--- config.mk ---
export PLATFORM = sky130hd
export DESIGN_NAME = bip_alu_datapath
export DESIGN_NICKNAME = d
export VERILOG_FILES = /design/src/rtl/bip_pkg.sv /design/src/rtl/bip_seq_mul.sv /design/src/rtl/bip_alu_datapath.sv
export SDC_FILE = /design/constraint.sdc
export NUM_CORES = 1
export LEC_CHECK = 0
export BUFFER_PORTS_ARGS = -buffer_cell sky130_fd_sc_hd__buf_2
export CAP_MARGIN = 25
export CORE_ASPECT_RATIO = 0.75
export CORE_MARGIN = 2
export CORE_UTILIZATION = 40
export CTS_CLUSTER_SIZE = 12
export DETAILED_ROUTE_END_ITERATION = 7
export MAX_ROUTING_LAYER = met4
export PLACE_DENSITY_LB_ADDON = 0.3
export RECOVER_POWER = 100
export SYNTH_ARGS = -nofsm -noshare
export SYNTH_HDL_FRONTEND = slang
export SYNTH_SLANG_ARGS = --single-unit
--- constraint.sdc ---
create_clock -name i_clk -period 6.6 [get_ports i_clk]
set_input_delay 0.33 -clock i_clk [delete_from_list [all_inputs] [get_ports i_clk]]
set_output_delay 0.33 -clock i_clk [all_outputs]
set_load 0.005 [all_outputs]
--- src/rtl/bip_pkg.sv ---
// bip_pkg: opcodes, muxA select codes, flag bit positions and multiplier
// state type shared by the BIP accumulator datapath and its multiplier.
package bip_pkg;

  localparam logic [4:0] OP_HLT  = 5'b00000;
  localparam logic [4:0] OP_ADD  = 5'b00100;
  localparam logic [4:0] OP_ADDI = 5'b00101;
  localparam logic [4:0] OP_SUB  = 5'b00110;
  localparam logic [4:0] OP_SUBI = 5'b00111;
  localparam logic [4:0] OP_AND  = 5'b01000;
  localparam logic [4:0] OP_ANDI = 5'b01001;
  localparam logic [4:0] OP_OR   = 5'b01010;
  localparam logic [4:0] OP_ORI  = 5'b01011;
  localparam logic [4:0] OP_XOR  = 5'b01100;
  localparam logic [4:0] OP_XORI = 5'b01101;
  localparam logic [4:0] OP_SHL  = 5'b01110;
  localparam logic [4:0] OP_SAR  = 5'b01111;
  localparam logic [4:0] OP_MUL  = 5'b10000;

  localparam logic [1:0] SEL_A_DATA = 2'b00;
  localparam logic [1:0] SEL_A_OPER = 2'b01;
  localparam logic [1:0] SEL_A_ALU  = 2'b10;
  localparam logic [1:0] SEL_A_HOLD = 2'b11;

  localparam int FLAG_N = 3;
  localparam int FLAG_Z = 2;
  localparam int FLAG_C = 1;
  localparam int FLAG_V = 0;

  typedef enum logic {
    MUL_IDLE = 1'b0,
    MUL_RUN  = 1'b1
  } mul_state_e;

endpackage

--- src/rtl/bip_seq_mul.sv ---
// bip_seq_mul: unsigned shift-add multiplier, one multiplier bit per cycle.
// The first partial product is folded into the start edge, so the full
// product sits in prod_q during the last RUN cycle, when o_done pulses.
//
//   state    | meaning
//   ---------+-----------------------------------------------------------
//   MUL_IDLE | waiting for i_start; operands sampled on the start edge
//   MUL_RUN  | NB_DATA cycles; cnt_q counts remaining add steps down,
//            | terminal count 0 marks the done cycle
module bip_seq_mul import bip_pkg::*; #(
  parameter int NB_DATA = 16
) (
  input  logic                   i_clk,
  input  logic                   i_rst,
  input  logic                   i_start,
  input  logic [NB_DATA-1:0]     i_a,
  input  logic [NB_DATA-1:0]     i_b,
  output logic                   o_busy,
  output logic                   o_done,
  output logic [2*NB_DATA-1:0]   o_prod
);

  localparam int NB_CNT = $clog2(NB_DATA);

  mul_state_e            state_q, state_d;
  logic [NB_CNT-1:0]     cnt_q, cnt_d;
  logic [2*NB_DATA-1:0]  prod_q, prod_d;
  logic [2*NB_DATA-1:0]  mcand_q, mcand_d;
  logic [NB_DATA-1:0]    mplier_q, mplier_d;
  logic                  done;

  // state and datapath registers; reset aborts any multiply in flight
  always_ff @(posedge i_clk or negedge i_rst) begin
    if (!i_rst) begin
      state_q  <= MUL_IDLE;
      cnt_q    <= '0;
      prod_q   <= '0;
      mcand_q  <= '0;
      mplier_q <= '0;
    end else begin
      state_q  <= state_d;
      cnt_q    <= cnt_d;
      prod_q   <= prod_d;
      mcand_q  <= mcand_d;
      mplier_q <= mplier_d;
    end
  end

  // next-state and shift-add step
  always_comb begin
    state_d  = state_q;
    cnt_d    = cnt_q;
    prod_d   = prod_q;
    mcand_d  = mcand_q;
    mplier_d = mplier_q;
    done     = 1'b0;
    case (state_q)
      MUL_IDLE: begin
        if (i_start) begin
          state_d  = MUL_RUN;
          cnt_d    = NB_CNT'(NB_DATA - 1);
          prod_d   = i_b[0] ? {{NB_DATA{1'b0}}, i_a} : '0;
          mcand_d  = {{(NB_DATA-1){1'b0}}, i_a, 1'b0};
          mplier_d = i_b >> 1;
        end
      end
      MUL_RUN: begin
        if (cnt_q != '0) begin
          if (mplier_q[0]) prod_d = prod_q + mcand_q;
          mcand_d  = mcand_q << 1;
          mplier_d = mplier_q >> 1;
          cnt_d    = cnt_q - NB_CNT'(1);
        end else begin
          done    = 1'b1;
          state_d = MUL_IDLE;
        end
      end
      default: state_d = MUL_IDLE;
    endcase
  end

  assign o_busy = (state_q == MUL_RUN);
  assign o_done = done;
  assign o_prod = prod_q;

endmodule

--- src/rtl/bip_alu_datapath.sv ---
// bip_alu_datapath: BIP accumulator with extended ALU, {N,Z,C,V} flags and
// a valid/ready issue handshake. Define BIP_MUL_EN to add the sequential
// multiplier (opcode 10000); without it that opcode just holds acc/flags.
module bip_alu_datapath import bip_pkg::*; #(
  parameter int NB_DATA     = 16,
  parameter int NB_OPERANDO = 11,
  parameter int NB_OPCODE   = 5,
  parameter int NB_SEL_A    = 2
) (
  input  logic                   i_clk,
  input  logic                   i_rst,
  input  logic                   i_valid,
  input  logic [NB_SEL_A-1:0]    i_selA,
  input  logic                   i_selB,
  input  logic                   i_wrAcc,
  input  logic [NB_OPCODE-1:0]   i_op,
  input  logic [NB_OPERANDO-1:0] i_operando,
  input  logic [NB_DATA-1:0]     i_data,
  output logic                   o_ready,
  output logic                   o_busy,
  output logic [NB_DATA-1:0]     o_data,
  output logic [3:0]             o_flags
);

  logic [NB_DATA-1:0]  acc_q, acc_d;
  logic [3:0]          flags_q, flags_d;
  logic [NB_DATA-1:0]  ext_oper, opb, alu_res;
  logic [NB_DATA:0]    sum_ext, dif_ext, shl_ext, sar_ext;
  logic                alu_c, alu_v, alu_fupd;
  logic                single_wr;
  logic                wr_en, wr_fupd;
  logic [NB_SEL_A-1:0] wr_sel;
  logic [NB_DATA-1:0]  wr_res;
  logic [3:0]          wr_flags;

  assign ext_oper = {{(NB_DATA-NB_OPERANDO){i_operando[NB_OPERANDO-1]}}, i_operando};
  assign opb      = i_selB ? ext_oper : i_data;
  assign sum_ext  = {1'b0, acc_q} + {1'b0, opb};
  assign dif_ext  = {1'b0, acc_q} - {1'b0, opb};
  // the bit pushed past either end of the extended word is the shifted-out carry
  assign shl_ext  = {1'b0, acc_q} << opb[3:0];
  assign sar_ext  = $signed({acc_q, 1'b0}) >>> opb[3:0];

  // single-cycle ALU result and carry/overflow
  always_comb begin
    alu_res  = acc_q;
    alu_c    = 1'b0;
    alu_v    = 1'b0;
    alu_fupd = 1'b1;
    case (i_op)
      OP_HLT: alu_res = '0;
      OP_ADD, OP_ADDI: begin
        alu_res = sum_ext[NB_DATA-1:0];
        alu_c   = sum_ext[NB_DATA];
        alu_v   = (acc_q[NB_DATA-1] == opb[NB_DATA-1]) &&
                  (alu_res[NB_DATA-1] != acc_q[NB_DATA-1]);
      end
      OP_SUB, OP_SUBI: begin
        alu_res = dif_ext[NB_DATA-1:0];
        alu_c   = dif_ext[NB_DATA];
        alu_v   = (acc_q[NB_DATA-1] != opb[NB_DATA-1]) &&
                  (alu_res[NB_DATA-1] != acc_q[NB_DATA-1]);
      end
      OP_AND, OP_ANDI: alu_res = acc_q & opb;
      OP_OR,  OP_ORI:  alu_res = acc_q | opb;
      OP_XOR, OP_XORI: alu_res = acc_q ^ opb;
      OP_SHL: begin
        alu_res = shl_ext[NB_DATA-1:0];
        alu_c   = shl_ext[NB_DATA];
      end
      OP_SAR: begin
        alu_res = sar_ext[NB_DATA:1];
        alu_c   = sar_ext[0];
      end
      OP_MUL:  alu_fupd = 1'b0;
      default: ;
    endcase
  end

`ifdef BIP_MUL_EN
  logic                  mul_start, mul_busy, mul_done;
  logic [2*NB_DATA-1:0]  mul_prod;
  logic [NB_SEL_A-1:0]   mul_sel_q;
  logic                  mul_wr_q;

  assign o_busy    = mul_busy;
  assign o_ready   = ~mul_busy;
  assign mul_start = i_valid & o_ready & (i_op == OP_MUL);
  assign single_wr = i_valid & o_ready & i_wrAcc & ~mul_start;

  bip_seq_mul #(.NB_DATA(NB_DATA)) u_mul (
    .i_clk   (i_clk),
    .i_rst   (i_rst),
    .i_start (mul_start),
    .i_a     (acc_q),
    .i_b     (opb),
    .o_busy  (mul_busy),
    .o_done  (mul_done),
    .o_prod  (mul_prod)
  );

  // write controls captured at MUL issue, applied when the product lands
  always_ff @(posedge i_clk or negedge i_rst) begin
    if (!i_rst) begin
      mul_sel_q <= '0;
      mul_wr_q  <= 1'b0;
    end else if (mul_start) begin
      mul_sel_q <= i_selA;
      mul_wr_q  <= i_wrAcc;
    end
  end
`else
  assign o_busy    = 1'b0;
  assign o_ready   = 1'b1;
  assign single_wr = i_valid & i_wrAcc;
`endif

  // pick the write source: the MUL completion never overlaps an accept
  always_comb begin
    wr_en    = single_wr;
    wr_sel   = i_selA;
    wr_res   = alu_res;
    wr_fupd  = alu_fupd;
    wr_flags = '0;
    wr_flags[FLAG_N] = alu_res[NB_DATA-1];
    wr_flags[FLAG_Z] = (alu_res == '0);
    wr_flags[FLAG_C] = alu_c;
    wr_flags[FLAG_V] = alu_v;
`ifdef BIP_MUL_EN
    if (mul_done) begin
      wr_en    = mul_wr_q;
      wr_sel   = mul_sel_q;
      wr_res   = mul_prod[NB_DATA-1:0];
      wr_fupd  = 1'b1;
      wr_flags = '0;
      wr_flags[FLAG_N] = mul_prod[NB_DATA-1];
      wr_flags[FLAG_Z] = (mul_prod[NB_DATA-1:0] == '0);
      wr_flags[FLAG_C] = (mul_prod[2*NB_DATA-1:NB_DATA] != '0);
    end
`endif
  end

  // muxA into the accumulator; flags follow only ALU-sourced writes
  always_comb begin
    acc_d   = acc_q;
    flags_d = flags_q;
    if (wr_en) begin
      case (wr_sel)
        SEL_A_DATA: acc_d = i_data;
        SEL_A_OPER: acc_d = ext_oper;
        SEL_A_ALU: begin
          acc_d = wr_res;
          if (wr_fupd) flags_d = wr_flags;
        end
        default: ;
      endcase
    end
  end

  // accumulator and flag registers
  always_ff @(posedge i_clk or negedge i_rst) begin
    if (!i_rst) begin
      acc_q   <= '0;
      flags_q <= '0;
    end else begin
      acc_q   <= acc_d;
      flags_q <= flags_d;
    end
  end

  assign o_data  = acc_q;
  assign o_flags = flags_q;

endmodule

# --- Word level (Yosys, flattened, before mapping) ---
# Index checks and enable logic that the tools add are counted.
word_totals:
  input_bits: 39
  wordCells: 48
  reg_bits: 20
classes:
  eq_ne: 19
  reduce_logical: 13
  shifts: 2
  mux: 5
  bitwise: 5
  n_addsub: 2
ops:
  columns: ["op", "count"]
  rows:
  - ["$pmux W16 S8", 1]
  - ["$pmux W16 S3", 1]
  - ["$eq A5 B4 Y1 const B", 8]
  - ["$eq A5 B3 Y1 const B", 4]
  - ["$add A16 B16 Y17", 1]
  - ["$shl A16 B4 Y17", 1]
  - ["$sshr A17 B4 Y17", 1]
  - ["$sub A16 B16 Y17", 1]
  - ["$and A16 B16 Y16", 1]
  - ["$logic_not A16 Y1", 1]
  - ["$mux W16", 1]
  - ["$or A16 B16 Y16", 1]
  - ["$xor A16 B16 Y16", 1]
  - ["$reduce_or A2 Y1", 5]
  - ["$eq A5 B5 Y1 const B", 1]
  - ["$logic_not A5 Y1", 1]
  - ["$pmux W1 S4", 1]
  - ["$ne A1 B1 Y1", 3]
  - ["$reduce_and A3 Y1", 1]
  - ["$reduce_bool A3 Y1", 1]
  - ["$eq A2 B1 Y1 const B", 1]
  - ["$eq A2 B2 Y1 const B", 1]
  - ["$logic_and A1 B1 Y1", 2]
  - ["$logic_not A2 Y1", 1]
  - ["5 further kinds", 5]

# --- Logic depth before layout (Yosys ltp) ---
logic_depth:
  ltp_word: 5
  mapped_depth: 18
  ltp_nobuf: 15

# --- Worst setup path after synthesis ---
# Ideal clock, no wire load.
synth_path:
  path_type: "input to register"
  start: "input port i_selB"
  end: "register acc_q[14] (netlist: o_data[14])"
  setup_slack_ps: 2645
  arrival_time_ps: 3859
  path_buffers: 5
  t_required_ps: 6505
  stages: 17
  cell_sequence: "buf_6 mux2i_4 buf_2 clkbuf_1 clkbuf_1 ha_1 clkbuf_1 nor2b_1 o211ai_1 nand4b_1 a41oi_1 or4b_2 o41ai_1 a21oi_1 a32oi_1 a21oi_1 o31ai_1"
synth_between:
  elab_chain_len: 4
synth_lines:
  columns: ["item", "line_no", "source"]
  rows:
  - ["start, declared", "bip_alu_datapath.sv:14", "input logic i_selB,"]
  - ["$mux W16 (*)", "bip_alu_datapath.sv:37", "assign opb = i_selB ? ext_oper : i_data;"]
  - ["$sub A16 B16 Y17, or another cell as far along", "bip_alu_datapath.sv:39", "assign dif_ext = {1'b0, acc_q} - {1'b0, opb};"]
  - ["$pmux W16 S8 (*)", "bip_alu_datapath.sv:50", "case (i_op)"]
  - ["$pmux W16 S3 (*)", "bip_alu_datapath.sv:148", "case (wr_sel)"]
  - ["end signal, assigned", "bip_alu_datapath.sv:163", "acc_q <= '0;"]
  - ["end signal, assigned", "bip_alu_datapath.sv:166", "acc_q <= acc_d;"]
  - ["end, declared", "bip_alu_datapath.sv:25", "logic [NB_DATA-1:0] acc_q, acc_d;"]
# Mark *: on every way between the ends. The rest lies on a longest branch, timed or not.
# A chain may end at the register's enable or synchronous reset.

# --- Worst setup path in the final report ---
layout_path:
  start: "input port i_selB"
  end: "register flags_q[2] (netlist: o_flags[2])"
layout_between:
  elab_chain_len: 4
layout_lines:
  columns: ["item", "line_no", "source"]
  rows:
  - ["$mux W16 (*)", "bip_alu_datapath.sv:37", null]
  - ["$sub A16 B16 Y17, or another cell as far along", "bip_alu_datapath.sv:39", null]
  - ["$pmux W16 S8 (*)", "bip_alu_datapath.sv:50", null]
  - ["$logic_not A16 Y1 (*)", "bip_alu_datapath.sv:126", "wr_flags[FLAG_Z] = (alu_res == '0);"]
  - ["end signal, assigned", "bip_alu_datapath.sv:167", "flags_q <= flags_d;"]
  - ["end, declared", "bip_alu_datapath.sv:26", "logic [3:0] flags_q, flags_d;"]
# Marked as above.

==> results by group <==
Run status
  – Run status: completed

Clock network
  – Clock-pin transition on the worst setup and hold timing paths: roughly 0.060 ns
  – Deepest clock path buffer count: 2
  – CTS sink count: 20
  – H-Tree Level Count: 1
  – CTS Buf Count: 3
  – CTS root buf: sky130_fd_sc_hd__clkbuf_16
  – Number of buffers added to fix hold violations after cts: 0
  – Number of instances resized during post-cts repair: 0
  – Worst-skew pair later-pin latency: 0.25 ns
  – TritonCTS clock tree: yes
  – Number of buffers added for setup after CTS: 0

Global routing
  – Largest net degree at the start of global routing: 45
  – Total routing usage reported by global routing: 0.302
  – Number of antenna violations at the first check in global routing: 0
  – Total grt overflow: 0
  – Number of global-route vias before repair: 5933
  – First-pass GRT wire length: ~35 mm

Min path
  – Type of the worst min-delay path: in2async

Drt
  – First-pass iteration count of the detailed router: 6
  – Top routing layer in use: met4
  – Routed length on met2: ~9.0 mm
  – Number of vias in the routed layout: between 6000 and 7000
  – Post-DRT Antenna Nets: 0
  – DRC violations left: 0
  – Met3 wire length: about 3.5 mm
  – Routed met1 length: between 9 and 10 mm
  – Routed WL per cell: ~23 um
  – Total routed wirelength: approximately 23 mm
  – Violation count after the first detailed-route iteration: around 1100
  – Routed via count divided by cell count: between 6 and 7

Place
  – Placer congestion estimate: 1.07
  – # placed instances: around 1000
  – HPWL reported at the end of detailed placement: between 15 and 20 mm
  – # port buffers: 58

Logic synthesis
  – Synthesis-stage register bit count: 20
  – Main flop type after synthesis: sky130_fd_sc_hd__dfrtp_1
  – Post-synthesis cell type count: a little under 80
  – Synth Instances: 800
  – Net count after synthesis: 900
  – Number of synthesized flops with an enable pin: 0
  – Count of synthesis-stage warnings from yosys: 0
  – Post-synthesis sequential area ratio: 0.0883
  – Average cell area after synthesis: 7.09 sq um
  – Async set-reset flop share out of synthesis: 1.00
  – Mapped Area: around 5700 sq um

Critical path
  – Slowest cell on the critical path: sky130_fd_sc_hd__a2111oi_0
  – Element type at the critical path end: register
  – Setup CP Type: in2reg
  – Critical register-to-register path endpoint: o_flags[2]$_DFFE_PN0P_
  – Critical Path, Cell by Cell: buf_2 > mux2i_4 > buf_4 > inv_1 > ha_1 > inv_1 > fa_1 > nand2b_1 > nand3_1 > o211ai_1 > a2111oi_0 > o22ai_1 > nor3_1 > and3b_1 > nand4b_1 > o41ai_1
  – Critical Path RT: 6.75 ns
  – Worst reg2reg path depth: 12
  – CP delay by family, top: compound AO/OA/AOI/OAI gates
  – CP peak stage delay: ~1 ns
  – Top cell by count, worst path: sky130_fd_sc_hd__inv_1
  – Worst reg2reg setup slack: 2.29 ns
  – Data arrival time of the worst path: approximately 5.3 ns
  – Startpoint of the worst register-to-register path: o_data[1]$_DFFE_PN0P_
  – Critical Path Start Type: primary input
  – Biggest fanout along the worst timing path: 38
  – WP buf/inv: 4

STA
  – RSZ-0062 raised after global routing: no
  – Number of slew-limit violations in the final report: 0
  – Post-layout minimum cycle time: roughly 5.1 ns
  – Tcrit/Tclk final: 0.772
  – Final TNS setup: 0 ns
  – Number of failing hold endpoints at the final stage: 0
  – Setup-failing EPs final: 0
  – Transition time at the pin with the least slew margin: about 1.1 ns
  – Worst relative slew slack: 0.223
  – Timing-limited maximum frequency: 0.196 GHz
  – Setup clock skew after layout: between 0.001 and 0.0015 ns

Floorplanning
  – Die Ht: around 110 um
  – Number of placed I/O pins: 61
  – Core area: between 10000 and 15000 sq um
  – Starting utilization of the core area: 0.411
  – Die outline area: roughly 15000 sq um
  – Chip Width: about 140 um
  – Standard-cell row count: 37

Layout
  – Number of diodes: 0
  – Layout cells sized above 1: 0.115
  – Final net count: 910
  – Post-synthesis to final-layout area growth: 6.89%
  – Number of standard cells in the layout, taps in and fillers out: ~1000
  – Util after Layout: 0.439

Power and ir drop
  – IR drop worst, VDD: ~0.00015 V
  – Internal power contribution: about 0.54 mW
  – Net switching component of the power: roughly 0.64 mW
  – Sequential fraction of design power: 0.190
  – Switch share: 0.542
  – Gate power share: 0.690
  – Total power consumption of the routed design: ~1.2 mW
  – Total power density per cell area: between 150 and 200 nW/um^2
  – Static power due to leakage: approximately 2.6 nW
  – Clock group share of total power: 0.120

Job
  – Total of max-cap violations: 0
-- layer usage --
metal / vias up / global-route usage
li1: 2957 / -
met1: 3077 / 0.436
met2: 465 / 0.411
met3: 41 / 0.0965
met4: 0 / 0.0564
met5: - / -
-- worst max path at each step --
stage | startpoint | endpoint | depth (start not counted)
final | i_selB | o_flags[2]$_DFFE_PN0P_ | 16
after floorplan | i_selB | o_data[14]$_DFFE_PN0P_ | 17
after global placement | i_selB | o_data[14]$_DFFE_PN0P_ | 17
after detailed placement | i_selB | o_data[14]$_DFFE_PN0P_ | 17
after global routing | i_selB | o_flags[2]$_DFFE_PN0P_ | 16
after CTS | i_selB | o_data[14]$_DFFE_PN0P_ | 17
-- state kept, by name (all words and copies together) (netlist names) --
register  count
o_data       16
o_flags       4
-- worst reg2reg max path: cells and delay by family (launching register included) --
kind	cells	cell delay [ns]
flops	1	0.73
fa+ha+maj	1	0.42
buf+inv	1	0.31
compound gates	7	2.28
simple gates	2	0.32
xor+xnor	1	0.13
-- cell type report --
class	count	area, sq um
clock buffers	4	88.8
fillers	1371	7740
inverters	56	213
multi-input cells	659	4670
flip-flops and latches	20	500
well taps	175	219
repair buffers	70	365
-- power groups by stage --
stage / Sequential, mW / Clock, mW / Combinational [mW]
2_1_floorplan: 0.180 / 0 / 0.572
4_1_cts: 0.219 / 0.140 / 0.789
3_5_place_dp: 0.222 / 0 / 0.785
6_report: 0.224 / 0.141 / 0.814
3_3_place_gp: 0.222 / 0 / 0.787
5_1_grt: 0.225 / 0.146 / 0.878
-- kinds of logic (layout without fill, tap and decap cells) --
| family | count (synthesis) | count (layout) | synth area share |
|---|---|---|---|
| flip-flops | 20 | 20 | 0.0883 |
| AND/OR/NAND/NOR | 254 | 254 | 0.207 |
| buffers and inverters | 121 | 130 | 0.0867 |
| AO/OA/AOI/OAI | 273 | 273 | 0.331 |
| adder cells (fa/ha/maj) | 61 | 61 | 0.137 |
| XOR/XNOR | 11 | 11 | 0.0170 |
| multiplexers | 58 | 58 | 0.132 |
| other | 2 | 2 | 0.00132 |
-- cell usage after synthesis, types with 5 or more instances --
master | number | area share
sky130_fd_sc_hd__nor2b_1 | 15 | 0.017
sky130_fd_sc_hd__o21ai_0 | 40 | 0.035
sky130_fd_sc_hd__dfrtp_1 | 20 | 0.088
sky130_fd_sc_hd__clkbuf_1 | 45 | 0.030
sky130_fd_sc_hd__nand2_1 | 83 | 0.055
sky130_fd_sc_hd__a21o_1 | 5 | 0.0066
sky130_fd_sc_hd__o31ai_1 | 12 | 0.016
sky130_fd_sc_hd__nand3_1 | 10 | 0.0088
sky130_fd_sc_hd__buf_2 | 10 | 0.0088
sky130_fd_sc_hd__ha_1 | 59 | 0.13
sky130_fd_sc_hd__a211oi_1 | 14 | 0.019
sky130_fd_sc_hd__o211ai_1 | 19 | 0.025
sky130_fd_sc_hd__a221oi_1 | 13 | 0.020
sky130_fd_sc_hd__a22oi_1 | 11 | 0.015
sky130_fd_sc_hd__buf_1 | 5 | 0.0033
sky130_fd_sc_hd__xnor2_1 | 7 | 0.011
sky130_fd_sc_hd__o21a_1 | 7 | 0.0093
sky130_fd_sc_hd__inv_1 | 53 | 0.035
sky130_fd_sc_hd__o41ai_1 | 5 | 0.0077
sky130_fd_sc_hd__mux2i_1 | 42 | 0.074
sky130_fd_sc_hd__a31oi_1 | 13 | 0.014
sky130_fd_sc_hd__o2111ai_1 | 7 | 0.011
sky130_fd_sc_hd__mux4_2 | 10 | 0.040
sky130_fd_sc_hd__nor2_1 | 80 | 0.053
sky130_fd_sc_hd__nand2b_1 | 14 | 0.015
sky130_fd_sc_hd__nor3_1 | 23 | 0.020
sky130_fd_sc_hd__a32oi_1 | 9 | 0.014
sky130_fd_sc_hd__a21oi_1 | 68 | 0.060
-- metrics by stage --
| stage | hold slack [ns] | area [sq um] | worst slack, ns |
|---|---|---|---|
| 2_1_floorplan | 0.0344 | 5670 | 2.65 |
| 3_3_place_gp | 0.308 | 5990 | 1.90 |
| 3_5_place_dp | 0.315 | 6000 | 1.84 |
| 4_1_cts | 0.0473 | 6090 | 2.10 |
| 5_1_grt | 0.397 | 6060 | 1.31 |
| 6_report | 0.282 | 6060 | 1.50 |
-- cells in the final DEF (no fill, tap or decap), types with 4 or more instances in the layout --
cell and instances:
sky130_fd_sc_hd__nand2_1 83, sky130_fd_sc_hd__nor2_1 80, sky130_fd_sc_hd__a21oi_1 68, sky130_fd_sc_hd__ha_1 59, sky130_fd_sc_hd__inv_1 54, sky130_fd_sc_hd__buf_2 52
sky130_fd_sc_hd__mux2i_1 41, sky130_fd_sc_hd__o21ai_0 40, sky130_fd_sc_hd__nor3_1 23, sky130_fd_sc_hd__dfrtp_1 20, sky130_fd_sc_hd__o211ai_1 19, sky130_fd_sc_hd__nor2b_1 15
sky130_fd_sc_hd__a211oi_1 14, sky130_fd_sc_hd__nand2b_1 14, sky130_fd_sc_hd__a31oi_1 13, sky130_fd_sc_hd__a221oi_1 13, sky130_fd_sc_hd__o31ai_1 12, sky130_fd_sc_hd__a22oi_1 11
sky130_fd_sc_hd__nand3_1 10, sky130_fd_sc_hd__mux4_2 10, sky130_fd_sc_hd__clkbuf_1 10, sky130_fd_sc_hd__a32oi_1 9, sky130_fd_sc_hd__o21a_1 7, sky130_fd_sc_hd__o2111ai_1 7
sky130_fd_sc_hd__xnor2_1 7, sky130_fd_sc_hd__buf_4 7, sky130_fd_sc_hd__o41ai_1 6, sky130_fd_sc_hd__a21o_1 5, sky130_fd_sc_hd__o32ai_1 4, sky130_fd_sc_hd__xor2_1 4
sky130_fd_sc_hd__nor4_1 4, sky130_fd_sc_hd__a2bb2oi_1 4, sky130_fd_sc_hd__nand4b_1 4, sky130_fd_sc_hd__o21bai_1 4, sky130_fd_sc_hd__or2_2 4
Power figures use the tool's default switching activity.
